**src/rtl/alu_seq.sv**
```systemverilog
// Clocked ALU: single-cycle ops plus an optional multi-cycle shift-add multiply.
// Define ALU_MUL_EN to build the MUL state; otherwise opcode 1001 is a NOP.
module alu_seq #(
   parameter int WIDTH = 8
) (
   input  logic             clk,
   input  logic             rst_n,
   input  logic             start,
   input  logic [3:0]       op,
   input  logic [WIDTH-1:0] ra,
   input  logic [WIDTH-1:0] rb,
   input  logic [WIDTH-1:0] in_port,
   output logic [WIDTH-1:0] out,
   output logic [2:0]       flags,
   output logic [WIDTH-1:0] out_port,
   output logic             out_port_strb,
   output logic             busy,
   output logic             done
);

   localparam logic [3:0] OP_ADD  = 4'b0001;
   localparam logic [3:0] OP_SUB  = 4'b0010;
   localparam logic [3:0] OP_NAND = 4'b0011;
   localparam logic [3:0] OP_SHL  = 4'b0100;
   localparam logic [3:0] OP_SHR  = 4'b0101;
   localparam logic [3:0] OP_OUT  = 4'b0110;
   localparam logic [3:0] OP_IN   = 4'b0111;
   localparam logic [3:0] OP_MOV  = 4'b1000;

   logic [WIDTH:0]   add_s, sub_s;
   logic [WIDTH-1:0] res;
   logic             c_new, c_upd, single_go;

   assign add_s = {1'b0, ra} + {1'b0, rb};
   assign sub_s = {1'b0, ra} - {1'b0, rb};

   always_comb begin
      res   = ra;
      c_new = 1'b0;
      c_upd = 1'b0;
      case (op)
         OP_ADD:  begin res = add_s[WIDTH-1:0]; c_new = add_s[WIDTH]; c_upd = 1'b1; end
         OP_SUB:  begin res = sub_s[WIDTH-1:0]; c_new = sub_s[WIDTH]; c_upd = 1'b1; end
         OP_NAND: res = ~(ra & rb);
         OP_SHL:  begin res = {ra[WIDTH-2:0], 1'b0}; c_new = ra[WIDTH-1]; c_upd = 1'b1; end
         OP_SHR:  begin res = {1'b0, ra[WIDTH-1:1]}; c_new = ra[0]; c_upd = 1'b1; end
         OP_OUT:  res = ra;
         OP_IN:   res = in_port;
         OP_MOV:  res = rb;
         default: res = ra;
      endcase
   end

`ifdef ALU_MUL_EN
   localparam logic [3:0] OP_MUL = 4'b1001;
   localparam int CW = $clog2(WIDTH + 1);

   typedef enum logic {IDLE, MUL} state_t;
   state_t             state;
   logic [WIDTH-1:0]   mul_a;
   logic [2*WIDTH-1:0] acc, acc_nxt;
   logic [CW-1:0]      cnt;
   logic [WIDTH:0]     hi_sum;

   // acc = {partial high, remaining multiplier bits}; add into the top, shift right
   assign hi_sum    = {1'b0, acc[2*WIDTH-1:WIDTH]} + (acc[0] ? {1'b0, mul_a} : '0);
   assign acc_nxt   = {hi_sum, acc[WIDTH-1:1]};
   assign single_go = start && (state == IDLE) && (op != OP_MUL);
`else
   assign single_go = start;
   assign busy      = 1'b0;
`endif

   always_ff @(posedge clk or negedge rst_n) begin
      if (!rst_n) begin
         out           <= '0;
         flags         <= '0;
         out_port      <= '0;
         out_port_strb <= 1'b0;
         done          <= 1'b0;
`ifdef ALU_MUL_EN
         busy          <= 1'b0;
         state         <= IDLE;
         mul_a         <= '0;
         acc           <= '0;
         cnt           <= '0;
`endif
      end else begin
         done          <= 1'b0;
         out_port_strb <= 1'b0;
         if (single_go) begin
            out   <= res;
            flags <= {res == '0, res[WIDTH-1], c_upd ? c_new : flags[0]};
            done  <= 1'b1;
            if (op == OP_OUT) begin
               out_port      <= ra;
               out_port_strb <= 1'b1;
            end
         end
`ifdef ALU_MUL_EN
         case (state)
            IDLE: if (start && op == OP_MUL) begin
               mul_a <= ra;
               acc   <= {{WIDTH{1'b0}}, rb};
               cnt   <= CW'(WIDTH);
               busy  <= 1'b1;
               state <= MUL;
            end
            MUL: begin
               acc <= acc_nxt;
               cnt <= cnt - CW'(1);
               if (cnt == CW'(1)) begin
                  out   <= acc_nxt[WIDTH-1:0];
                  flags <= {acc_nxt[WIDTH-1:0] == '0, acc_nxt[WIDTH-1],
                            acc_nxt[2*WIDTH-1:WIDTH] != '0};
                  busy  <= 1'b0;
                  done  <= 1'b1;
                  state <= IDLE;
               end
            end
            default: state <= IDLE;
         endcase
`endif
      end
   end

endmodule

```
**config.mk**
```make
export PLATFORM = sky130hd
export DESIGN_NAME = alu_seq
export DESIGN_NICKNAME = d
export VERILOG_FILES = /design/src/rtl/alu_seq.sv
export SDC_FILE = /design/constraint.sdc
export NUM_CORES = 1
export LEC_CHECK = 0
export ABC_CLOCK_PERIOD_IN_PS = 800
export BUFFER_PORTS_ARGS = -buffer_cell sky130_fd_sc_hd__clkbuf_2
export CAP_MARGIN = 20
export CORE_AREA = 2 2 89 91
export CTS_CLUSTER_DIAMETER = 40
export DETAILED_ROUTE_END_ITERATION = 12
export DIE_AREA = 0 0 91 93
export GPL_TIMING_DRIVEN = 0
export PLACE_DENSITY = 0.58
export SYNTH_ARGS = -nofsm -noshare
export SYNTH_HDL_FRONTEND = slang
export SYNTH_SLANG_ARGS = --single-unit
export TNS_END_PERCENT = 10
```
**constraint.sdc**
```tcl
create_clock -name clk -period 0.8 [get_ports clk]
set_input_delay 0.08 -clock clk [delete_from_list [all_inputs] [get_ports clk]]
set_output_delay 0.08 -clock clk [all_outputs]
set_load 0.01 [all_outputs]
```
* Word level (Yosys, flattened, before mapping) *
Cells that the tools add are included.

storage, ports and cells
  bits in registers = 21
  bits of input ports = 31
  output and inout port bits = 22
  word-level logic and storage cells = 28

cells by class
  add/sub/neg operators = 2
  eq/ne operators = 8
  multiplexer cells = 6
  bitwise logic cells = 2
  reductions and logical operators = 4

operators by type and width
  cell                                                                   number
  8-bit one-hot mux with 7 select lines                                  1
  4-bit by 3-bit equality test with 1-bit output, second input constant  4
  8-bit by 8-bit adder with 9-bit output                                 1
  8-bit by 8-bit subtractor with 9-bit output                            1
  8-bit bitwise AND                                                      1
  4-bit by 2-bit equality test with 1-bit output, second input constant  2
  8-bit zero test                                                        1
  8-bit NOT                                                              1
  4-bit by 1-bit equality test with 1-bit output, second input constant  1
  4-bit equality test, second input constant                             1
  1-bit two-way mux                                                      4
  1-bit one-hot mux with 4 select lines                                  1
  2-bit AND reduction                                                    2
  4-bit OR reduction                                                     1

* Logic depth before layout (Yosys ltp) *
Gate-level depths: netlist of run 1.

  depth after elaboration = 4
  mapped depth = 10
  depth with buffers taken out = 10

* Least setup slack after synthesis of run 1 *
No wires, ideal clock.

  path kind = input -> register
  start point = input ra[0]
  end point = register flags[2]
  setup time = 0.104 ns
  arrival = 2.100 ns
  required time = 0.696 ns
  slack = -1.403 ns
  stages = 10
  path through = ha_1 > inv_1 > fa_1 > or2_2 > a22o_1 > xnor2_1 > o22ai_1 > o22a_1 > or3_1 > o41ai_2

on the way
  longest elaborated chain between the ends = 4
  elaborated cells on any way between the ends = 6

ends and longest elaborated chain
  element                                                                                              RTL line  source
  start, declared                                                                                      10        input logic [WIDTH-1:0] ra,
  parallel branches: the longest is 2 deep, another holds 8-bit by 8-bit subtractor with 9-bit output  n/a
  8-bit one-hot mux with 7 select lines (*)                                                            41        case (op)
  8-bit zero test (*)                                                                                  93        flags <= {res == '0, res[WIDTH-1], c_upd ? c_new : flags[0]};
  end signal, assigned                                                                                 93
  end, declared                                                                                        14        output logic [2:0] flags,

Mark *: on every way between the ends.
A chain may end at the register's enable or synchronous reset.

* Final worst setup path of run 1 *
  start point = input ra[0]
  end point = register out[1]

on the way
  longest elaborated chain between the ends = 2
  elaborated cells on any way between the ends = 3

ends and longest elaborated chain
  element                                                                                                RTL line  source
  8-bit by 8-bit subtractor with 9-bit output or 8-bit by 8-bit adder with 9-bit output (tied branches)  35, 34
  8-bit one-hot mux with 7 select lines (*)                                                              41
  end signal, assigned                                                                                   92        out <= res;
  end, declared                                                                                          13        output logic [WIDTH-1:0] out,

Every way passes the cells marked *; elsewhere a longest branch is shown, timed or not.

==> impl.org, run 1 <==
** Timing
- Headroom to the max-slew limit :: 58.0%
- Of the available clock period, the critical path in the final layout requires 272%.
- Fmax :: 0.460 GHz
- Count of pins over their slew limit :: 0
- Worst clock skew on the final layout :: 0 ps
- RSZ-0062 raised after global routing :: true
- Number of hold violations in the final report :: 0
- Worst-Margin Slew :: 621 ps
- Final Critical Period :: 2170 ps
- Setup violations remaining at the end of the flow were counted as 36.
- After layout, the worst setup slack is -1370 ps.
- Setup TNS :: -11490 ps

** Clocking
- Clock-pin slew was measured on the worst setup and hold paths at 70 ps.
- Clock latency on the worst-skew pair :: 250 ps
- TritonCTS clock tree :: done
- Number of H-tree branching levels :: 1
- The clock passes through at most 2 buffers.
- Clk sinks :: 20
- CTS placed an instance of clkbuf_8 at the clock tree root.
- Counting the buffers created by CTS gives 3.

** Logic synthesis
- Post-Syn Nets :: 307
- Yosys mapped the design onto 61 distinct sky130hd cell types.
- In this run the mean area of a mapped cell was 8.44 um^2.
- Number of flops mapped to enable cells by yosys :: 0
- Share of async-settable or async-resettable flops after synthesis :: 100%
- In the synthesized netlist the dominant register cell turns out to be dfrtp_1.
- Share of the yosys chip area belonging to registers :: 23.1%
- The cell count after synthesis came out at 257.
- Synthesis-stage register bit count :: 20
- The cell area that synthesis handed to floorplanning was 2170 um^2.
- Total of warnings raised by yosys :: 0

** Placed design
- At the end of routability-driven placement, the weighted congestion stood at 0.886.
- Count of input and output buffers :: 51
- Summed over all nets, the half-perimeter wirelength after detailed placement is 5.18 mm.

** Drt
- The first detailed-routing pass took 4 iterations.
- In this run the remaining antenna-violating nets after routing total 0.
- In this run, the number of DRC markers left after iteration 0 of detailed routing was 150.
- Dividing the detail-routed via count by the number of cells gives 5.22.
- Summed over all layers, the routed wires come to 6.69 mm.
- Routed via count :: 2201
- For this run, design rule violations remaining after detail routing come to 0.
- Dividing the detail-routed wire length by the instance count gives 15.8 um.

** Floorplan
- Top-level port count :: 53
- The die covers 8460 um^2.
- The core region is 7530 um^2.
- Initial Utilization :: 28.8%
- The die is 93 um tall.
- Row cnt :: 32
- The die is 91 um wide.

** Final layout
- Summing all multi-input logic gate instances after layout gives 1660 um^2.
- Post-synthesis to final-layout area growth :: 36.0%
- Number of inserted diodes :: 0
- Fraction of final layout cells with drive strength greater than 1 :: 39.4%
- Final-stage net count :: 372
- Reg area :: 500 um^2
- The layout has 783 filler cells.
- Cells fill 39.2% of the core in the end.

** GRT
- Overall Global Routing Usage :: 15.8%
- Initial antenna violation count :: 0
- The first global-routing pass estimated 10.8 mm of wire.
- For this run the aggregate overflow at the end of global routing stands at 0.
- Entering global routing, the biggest net connects 21 pins.
- The via count of the first global-routing pass was 2174.

** Power
- Across the VDD grid, the largest voltage drop is 431 uV.
- Power density of the placed cells :: 1250 nW/um^2
- Leakage :: 0.00133 uW

** Setup path
- Startpoint kind of the worst setup timing path :: primary input
- Critical path endpoint category :: register
- Critical path fanouts, max :: 4
- Worst setup path class :: in2reg
- Required time worst endpoint :: 940 ps
- Data on the critical path arrives at its endpoint at 2310 ps.

** Flow run
- Number of maximum-capacitance violations :: 0

** Run status
- The final reports fail on setup timing.
- The flow ran to the end, but the final reports show violations.

** Hold path
- Worst hold path type :: in2reg
==> worst paths after layout <==
kind | start | endpoint | slack (ps) | depth (start not counted)
worst min register to register | out[2] | out[2] | 480 | 1
max in group asynchronous | rst_n | out_port[7] | 150 | 2
min in group asynchronous | rst_n | out_port[2] | 320 | 2
worst max-delay path | ra[0] | out[1] | -1370 | 14
worst min-delay path | start | done | 30 | 1
worst max register to register | flags[1] | flags[1] | 40 | 1
==> final cells by class <==
type / count / share of cell area (%)
multi-input cells: 197 / 56.2
well taps: 102 / 4.33
plain buffers: 15 / 4.29
inverters: 24 / 3.22
repair buffers: 61 / 13.6
flip-flops and latches: 20 / 17.0
clock buffers: 3 / 1.40
==> synthesized netlist by cell type, types with 3 or more instances <==
library cell / instances / area, um^2
nand3_1: 3 / 15.0
a31oi_1: 5 / 31.3
a21oi_1: 17 / 85.1
mux2i_1: 4 / 40.0
ha_1: 17 / 213
nor2_1: 19 / 71.3
o31ai_1: 3 / 22.5
buf_4: 4 / 30.0
inv_1: 24 / 90.1
o21ai_1: 3 / 15.0
xnor2_1: 5 / 43.8
buf_2: 4 / 20.0
nor3_1: 10 / 50.1
mux2_2: 14 / 158
o21ai_0: 13 / 65.1
a221oi_1: 3 / 26.3
a211oi_1: 4 / 30.0
nor2b_1: 3 / 18.8
o22ai_1: 3 / 18.8
a22o_1: 4 / 35.0
dfrtp_1: 20 / 500
clkbuf_1: 5 / 18.8
nand2b_1: 7 / 43.8
a2bb2oi_1: 3 / 26.3
or3_1: 3 / 18.8
nand2_1: 10 / 37.5
==> stage by stage <==
stage               total power (uW)  hold WS, ps  std cells  area (um^2)  worst slack (ps)
finish                          3700         25.8        422         2950             -1370
global route                    3960         21.8        422         2950             -1500
CTS                             3670         2.97        422         2920             -1350
detailed placement              2790         69.6        410         2550             -1820
global placement                2770         63.8        410         2550             -1800
floorplan                       2240         -216        257         2170             -1400
==> routing by layer <==
| metal | GRT usage [%] | wire length (um) | vias to the layer above |
|---|---|---|---|
| li1 | - | - | 1065 |
| met1 | 19.8 | 2890 | 1029 |
| met2 | 27.2 | 3180 | 84 |
| met3 | 1.93 | 360 | 23 |
| met4 | 6.69 | 259 | 0 |
| met5 | 0 | 0 | - |
==> flip-flops by register name, indices dropped and copies added, names as in the netlist <==
signal and flops:
done 1, out_port_strb 1, flags 3, out_port 8, out 7
==> power by group <==
group / internal, uW / leakage, uW / total [uW] / switching [uW]
Sequential: 1180 / 0.000246 / 1270 / 86.3
Clock: 334 / 0.0000216 / 630 / 296
Combinational: 867 / 0.00106 / 1800 / 930
==> cells by family (layout without fill, tap and decap cells) <==
logic type	Yosys count	after routing	share of synthesized area, %
adder cells (fa/ha/maj)	19	19	11.7
AO/OA/AOI/OAI	82	82	26.9
multiplexers	19	19	9.64
AND/OR/NAND/NOR	70	70	17.5
flip-flops	20	20	23.1
other	1	1	0.173
buffers and inverters	40	103	8.54
XOR/XNOR	6	6	2.42
==> layout by cell type, fill, tap and decap left out, types with 4 or more instances in the layout <==
cell,synthesis,final
mux2_2,14,11
mux2i_1,4,4
nor3_1,10,10
dfrtp_1,20,20
mux2_4,0,4
ha_1,17,14
inv_1,24,21
xnor2_1,5,5
clkbuf_1,5,4
buf_4,4,12
o21ai_0,13,6
clkbuf_2,0,45
a21oi_1,17,16
a22o_1,4,4
clkbuf_8,0,6
o21ai_1,3,8
a31oi_1,5,5
nand2b_1,7,6
nor2_1,19,18
nand2_1,10,10
==> worst max-delay path, cell delays in order <==
cell	delay, ps
clkbuf_16	120
inv_6	40
ha_4	150
fa_2	510
or3b_1	120
o21ai_2	60
a221oi_2	230
mux2i_1	130
buf_4	160
buf_4	120
buf_4	120
buf_4	120
buf_4	120
mux2_4	240
==> timing repair <==
item,in CTS,in global routing
hold buffers,1,0
gates resized for setup,61,8
setup buffers,9,0
hold endpoints to repair,20,0
pin swaps,21,7
setup endpoints to repair,40,39
(Power assumes the default switching activity.)
==> inputs of run 2 (changes only) <==
--- a/config.mk
+++ b/config.mk
@@ -5,7 +5,7 @@
 export SDC_FILE = /design/constraint.sdc
 export NUM_CORES = 1
 export LEC_CHECK = 0
-export ABC_CLOCK_PERIOD_IN_PS = 800
+export ABC_CLOCK_PERIOD_IN_PS = 1800
 export BUFFER_PORTS_ARGS = -buffer_cell sky130_fd_sc_hd__clkbuf_2
 export CAP_MARGIN = 20
 export CORE_AREA = 2 2 89 91
==> constraint.sdc (replaced) <==
create_clock -name clk -period 1.8 [get_ports clk]
set_input_delay 0.18 -clock clk [delete_from_list [all_inputs] [get_ports clk]]
set_output_delay 0.18 -clock clk [all_outputs]
set_load 0.01 [all_outputs]
==> impl.org, run 2 (synthesis results as in run 1) <==
** Run status
- The run finished, with violations left.
- The checks that failed: setup timing.

** Clocking
- In this run the number of H-tree levels came out at 1.
- The tree built by TritonCTS fans out to 20 sinks.
- TritonCTS built the clock tree.
- CTS Buf Count :: 3
- Maximum buffer depth of the clock tree :: 2
- Clock latency on the worst-skew pair :: 250 ps
- Clock-pin transition on the worst setup and hold timing paths :: 70 ps
- Root buf cell :: clkbuf_8

** Final layout
- The number of antenna diodes in the final layout is 0.
- The register with the most flip-flops in the layout has 8 of them.
- In the layout the commonest cells are 49 x clkbuf_2, 22 x inv_1, 20 x dfrtp_1, 19 x nor2_1, 17 x a21oi_1.
- Of the cells placed in the final design, the portion with a size suffix greater than 1 is 34.7%.
- The net count of the finished layout is 369.
- Commonest non-fill, non-tap cell in the layout :: clkbuf_2
- Post-synthesis to final-layout area growth :: 26.7%
- Fill cells in the final layout number 794.
- Summed area of non-filler cells in the final layout :: 2750 um^2
- In the final layout, the registers with the most flip-flops are out_port (8), out (7), flags (3).
- Largest Register :: out_port

** Floorplan
- Die Area :: 8460 um^2
- Placeable Area :: 7530 um^2
- The initial utilization of the core area, before any placement, comes to 28.8%.
- Chip height :: 93 um
- Row cnt :: 32
- Width of the die :: 91 um
- In this run the count of I/O pins placed on the die edge is 53.

** Timing
- Final Critical Period :: 2290 ps
- For the pin with the worst max-slew slack, the measured transition is 592 ps.
- Setup repair after global routing could not meet its margin everywhere.
- Setup violations remaining at the end of the flow were counted as 8.
- Of the available clock period, the critical path in the final layout requires 127%.
- Number of hold violations in the final report :: 0
- Clock skew on the completed layout was measured at 0 ps.
- Headroom to the max-slew limit came out at 60.0%.
- Setup slack on the critical path of the routed design comes to -486 ps.
- Static timing analysis puts the maximum clock frequency at 0.437 GHz.
- The number of pins exceeding their max-slew limit in the final report came to 0.

** Setup path
- Slowest CP cell :: fa_2
- Traced cell by cell, the critical path runs through buf_8 -> inv_4 -> ha_2 -> fa_2 -> or3b_1 -> o21ai_2 -> a221oi_2 -> mux2i_1 -> buf_4 -> buf_4 -> buf_4 -> buf_4 -> buf_4 -> mux2_2.
- Most used cell along the critical path :: buf_4
- Startpoint kind of the worst setup timing path :: primary input
- STA puts the critical path data arrival time at 2430 ps.
- For the worst flop-to-flop path, the logic depth is 1.
- For this run, the slowest stage of the critical path takes 510 ps.
- Worst R2R End :: flags[1]
- Along the worst path, the maximum fanout reaches 4.
- Worst setup path class :: in2reg
- For the worst setup path, the data required time is 1940 ps.
- The worst setup path is captured at a register.
- Slack of the worst reg-to-reg path :: 1030 ps
- Reg-to-reg critical path startpoint :: flags[1]

** GRT
- Overall Global Routing Usage :: 15.1%
- The number of antenna violations at the first check in global routing is 0.
- After global routing the overflow that remains totals 0.
- Wire length of the first global-routing pass :: 10.4 mm
- The via count of the first global-routing pass is 2125.
- Entering global routing, the biggest net connects 21 pins.

** Hold path
- Launch instance of the worst min-delay path :: start
- The path with the worst hold slack has its endpoint at done.
- The min-delay analysis places its worst path in the category in2reg.
- Hold Path Stages :: 1

** Power
- Maximum vdd drop :: 189 uV
- For this design the static power due to leakage is 0.00125 uW.
- Power density of the placed cells :: 573 nW/um^2

** Drt
- The first TritonRoute pass finished after 4 iterations.
- Detailed routing inserted a total of 2159 vias.
- In this run the remaining antenna-violating nets after routing total 0.
- Detailed router's first-iteration violation count :: 95
- Summed over all layers, the routed wires come to 6.39 mm.
- DRC :: 0
- Dividing the detail-routed wire length by the instance count gives 15.2 um.
- Via-per-instance ratio :: 5.15

** Placed design
- Sum of net half-perimeters after detailed placement :: 5.18 mm
- Cell area after placement :: 2550 um^2
- The congestion estimate from routability-driven global placement came to 0.886.
- Minimum setup slack after placement :: -917 ps
- Port buffering added 51 buffers.

** Flow run
- Number of maximum-capacitance violations :: 0
## run 2: changes by cell type in the layout (fill, tap and decap cells not counted), moves of 2 or more
cell	previous run	this run
mux2_4	4	2
buf_4	12	9
clkbuf_2	45	49
buf_2	2	5
clkbuf_8	6	4
buf_8	3	1
o21ai_1	8	4
ha_4	3	1
a211oi_2	2	0
o21ai_0	6	11
clkbuf_16	2	0
mux2_2	11	13
## run 2: cell type report
class                   count  area, um^2  area share (%)
flip-flops and latches     20         500            18.2
clock buffers               3        41.3            1.50
well taps                 102         128            4.65
repair buffers             57         322            11.7
inverters                  24        92.6            3.37
plain buffers              16        96.3            3.51
multi-input cells         197        1570            57.0
## run 2: how the worst max path moves through the flow
stage           from  endpoint  slack (ps)
6_report       ra[0]    out[1]        -490
4_1_cts        ra[0]  flags[2]        -490
5_1_grt        ra[0]  flags[2]        -610
3_3_place_gp   ra[0]  flags[2]        -900
2_1_floorplan  ra[0]  flags[2]        -500
3_5_place_dp   ra[0]  flags[2]        -920
## run 2: repair_timing
item | in CTS | in global routing
pin swaps | 4 | 2
hold endpoints to repair | 20 | 0
gates resized for setup | 17 | 14
buffers inserted | 5 | 0
hold buffers | 1 | 0
setup endpoints to repair | 8 | 8
## run 2: stage by stage
| step | TNS, ps | std cells | hold WS, ps | total power, uW | utilization, % |
|---|---|---|---|---|---|
| floorplan | -1840 | 257 | -116 | 996 | - |
| global placement | -4950 | 410 | 164 | 1230 | 33.9 |
| detailed placement | -5220 | 410 | 170 | 1240 | 33.9 |
| CTS | -2470 | 419 | 92.6 | 1560 | 36.0 |
| global route | -2970 | 419 | 91.3 | 1690 | 36.5 |
| finish | -2240 | 419 | 91.1 | 1570 | 36.5 |
## run 2: critical path: cells and delay by family
family	cells	cell delay, ps
fa+ha+maj	2	690
simple gates	1	120
compound gates	2	290
buf+inv	7	790
mux	2	380
## run 2: metal layers
| metal | share of wire [%] | global-route usage [%] | wire length (um) |
|---|---|---|---|
| met2 | 48 | 25.9 | 3080 |
| met3 | 5.6 | 2.34 | 358 |
| met1 | 43 | 18.7 | 2730 |
| met5 | 0 | 0 | 0 |
| met4 | 3.4 | 6.57 | 216 |
## run 2: where the power goes
part	switching (uW)	total, uW	internal (uW)
clock	134	283	149
sequential	37.8	564	526
combinational	390	727	337
total	562	1570	1010
==> inputs of run 3 (changes only) <==
--- a/config.mk
+++ b/config.mk
@@ -5,15 +5,16 @@
 export SDC_FILE = /design/constraint.sdc
 export NUM_CORES = 1
 export LEC_CHECK = 0
+export ABC_AREA = 1
 export ABC_CLOCK_PERIOD_IN_PS = 1800
 export BUFFER_PORTS_ARGS = -buffer_cell sky130_fd_sc_hd__clkbuf_2
 export CAP_MARGIN = 20
-export CORE_AREA = 2 2 89 91
+export CORE_AREA = 2 2 86 88
 export CTS_CLUSTER_DIAMETER = 40
 export DETAILED_ROUTE_END_ITERATION = 12
-export DIE_AREA = 0 0 91 93
+export DIE_AREA = 0 0 88 90
 export GPL_TIMING_DRIVEN = 0
-export PLACE_DENSITY = 0.58
+export PLACE_DENSITY = 0.59
 export SYNTH_ARGS = -nofsm -noshare
 export SYNTH_HDL_FRONTEND = slang
 export SYNTH_SLANG_ARGS = --single-unit
==> impl.org, run 3 <==
** Run status
- Status :: finished clean

** GRT
- For this run the aggregate overflow at the end of global routing stands at 0.
- The number of antenna violations at the first check in global routing is 0.
- The first global-routing pass estimated 10.8 mm of wire.
- Entering global routing, the biggest net connects 21 pins.
- Number of global-route vias before repair :: 2259
- Overall Global Routing Usage :: 17.0%

** Final layout
- Largest Register :: out_port
- Final-stage net count :: 444
- Number of flip-flops under the largest register name :: 8
- The largest registers in the layout are out_port (8), out (7), flags (3).
- The library cells used most frequently in the layout, excluding fill and tap cells, are 100 x nand2_1, 48 x clkbuf_2, 44 x inv_1, 43 x nor2_1, 40 x nand3_1.
- Post-synthesis to final-layout area growth :: 24.7%
- Number of inserted diodes :: 0
- After routing the design area is 2570 um^2.
- Filler cell count in the final layout :: 800
- Fraction of final layout cells with drive strength greater than 1 :: 21.7%
- Leaving out fill and tap cells, the most frequent cell in the layout is nand2_1.
- Post-route core utilization :: 36.6%

** Logic synthesis
- The synthesized design contains 0 enable-type register cells.
- In the synthesized netlist the dominant register cell turns out to be dfrtp_1.
- Summed instance area of the synthesized netlist :: 2060 um^2
- Cell with the most instances after synthesis :: nand2_1
- Summing the sequential cell areas from Yosys gives 24.3% of the chip area.
- Largest cells by area after synthesis :: dfrtp_1 24%, nand2_1 18%, ha_1 10%
- Count of mapped cells out of synthesis :: 336
- Post-Syn Nets :: 386
- During synthesis, Yosys emitted a total of 0 warnings.
- Ranked by instance count, the synthesized netlist is headed by 101 x nand2_1, 47 x nor2_1, 46 x inv_1.
- Post-synth top area share :: 24.3%
- Per-instance average area after synthesis :: 6.13 um^2
- Count of unique library cells instantiated by Yosys :: 32
- Share of async-settable or async-resettable flops after synthesis :: 100%
- The synthesized design spends more area on one cell type than any other, namely dfrtp_1.
- In this run, synthesis produced a sequential element count of 20.

** Timing
- Count of pins over their slew limit :: 0
- Part of the cycle the worst path needs :: 93.6%
- Across the routed clock network, the largest skew measured is 0 ps.
- Based on the critical path, the design can be clocked at up to 0.593 GHz.
- The clock period could shrink to 1690 ps.
- Setup violations remaining at the end of the flow were counted as 0.
- The tightest hold path in the finished design has a slack of 161 ps.
- Number of hold violations in the final report :: 0
- Headroom to the max-slew limit :: 58.6%
- Setup TNS :: 0 ps
- For the pin with the worst max-slew slack, the measured transition is 619 ps.

** Drt
- Dividing the detail-routed wire length by the instance count gives 13.1 um.
- Post-DRT Antenna Nets :: 0
- After detailed routing, the number of vias per cell comes to 4.65.
- Detailed router's first-iteration violation count :: 92
- After detailed routing, the number of remaining DRC violations is 0.
- The routed layout has 2283 vias.
- TritonRoute pass-1 iters :: 4
- Total routed wirelength :: 6.45 mm

** Floorplan
- Die Area :: 7920 um^2
- 53 I/O pins were placed.
- The die is 90 um tall.
- For this configuration, the core starts out at a cell density of 29.4%.
- Row cnt :: 31
- Placeable Area :: 7020 um^2
- In this run the horizontal extent of the chip is 88 um.

** Clocking
- CTS Buf Count :: 3
- TritonCTS built the clock tree.
- Counting along the longest clock path gives a buffer depth of 2.
- The clock reaches the later pin of the worst-skew pair after 260 ps.
- Clock-pin transition on the worst setup and hold timing paths :: 70 ps
- CTS saw 20 sinks.
- Number of H-tree branching levels :: 1
- The tree is rooted in a clkbuf_8.

** Power
- Total power consumption of the routed design :: 1490 uW
- The analysis attributes to cell leakage a power of 0.00140 uW.
- Power spread over the standard cell area amounts to 580 nW/um^2.
- VDD sags by at most 281 uV.

** Setup path
- The setup path with the least slack is of type in2reg.
- For the worst setup path, the data arrival time is 1890 ps.
- Required time worst endpoint :: 2010 ps
- Slack of the worst reg-to-reg path :: 1050 ps
- STA classifies the critical path endpoint as a register.
- The worst setup path is launched from a primary input.
- In this run the worst path has a maximum fanout of 4.

** Hold path
- Worst hold path type :: in2reg

** Placed design
- Count of input and output buffers :: 51
- Sum of net half-perimeters after detailed placement :: 5.35 mm
- Routability-driven placement finished with a final weighted congestion of 0.910.
- The placed instances occupy a cell area of 2440 um^2.

** Flow run
- Number of maximum-capacitance violations :: 0
run 3: metrics by stage:
step / setup slack [ps] / std cells
3_3_place_gp: -346 / 486
6_report: 115 / 491
5_1_grt: -13.0 / 491
2_1_floorplan: 145 / 336
3_5_place_dp: -363 / 486
4_1_cts: 3.02 / 490
run 3: area by class of cell:
type                            count  area [um^2]  area share, %
Multi-Input combinational cell    264         1410           54.8
Buffer                              5         28.8           1.12
Sequential cell                    20          500           19.5
Inverter                           47          183           7.11
Tap cell                           99          124           4.82
Clock buffer                        3         41.3           1.61
Timing Repair Buffer               53          284           11.1
run 3: cells by family after synthesis:
kind of cell               synth area share, %
DFF                                       24.3
AOI/OAI and AO/OA                         9.72
and+or+nand+nor                           42.6
xor gates and xnor gates                 0.425
adders and majority gates                 12.3
other                                    0.182
muxes                                    0.546
buffers and inverters                     9.96
run 3: metal layers:
| metal | GRT usage, % | share of wire (%) |
|---|---|---|
| met2 | 27.8 | 47 |
| met1 | 23.4 | 46 |
| met3 | 2.48 | 5.0 |
| met5 | 0 | 0 |
| met4 | 4.36 | 1.4 |
run 3: critical path: stages:
cell and delay [ps]:
buf_6 110, inv_4 60, ha_4 160, fa_2 370
xnor2_1 140, nand2_1 60, nand2_1 70, nor2_2 150
nand3_2 110, nor2_2 120, nand3_1 90, nor2_1 140
nand3_1 100, nand2_1 60
run 3: worst paths after layout:
| kind | endpoint | start | cells past startpoint |
|---|---|---|---|
| setup / recovery | flags[2] | ra[0] | 14 |
| setup reg to reg | out_port[3] | out_port[3] | 1 |
| hold / removal | done | start | 1 |
| min in group asynchronous | flags[2] | rst_n | 2 |
| max in group asynchronous | out_port[4] | rst_n | 2 |
| hold reg to reg | out[6] | out[6] | 2 |
run 3: report_power, final:
part	internal (uW)	total (uW)	leakage, uW	switching [uW]
logic	244	633	0.00113	389
clock network	149	291	0.0000216	141
registers	525	566	0.000241	40.8
total	918	1490	0.00140	572
run 3: repair_timing:
action                                  in CTS  in global routing
buffers inserted                             0                  1
pin swaps                                    0                 12
resized for setup                            3                 24
gates cloned                                 0                  0
hold buffers                                 1                  0
endpoints found under the setup margin       1                  3
endpoints found under the hold margin       20                  0
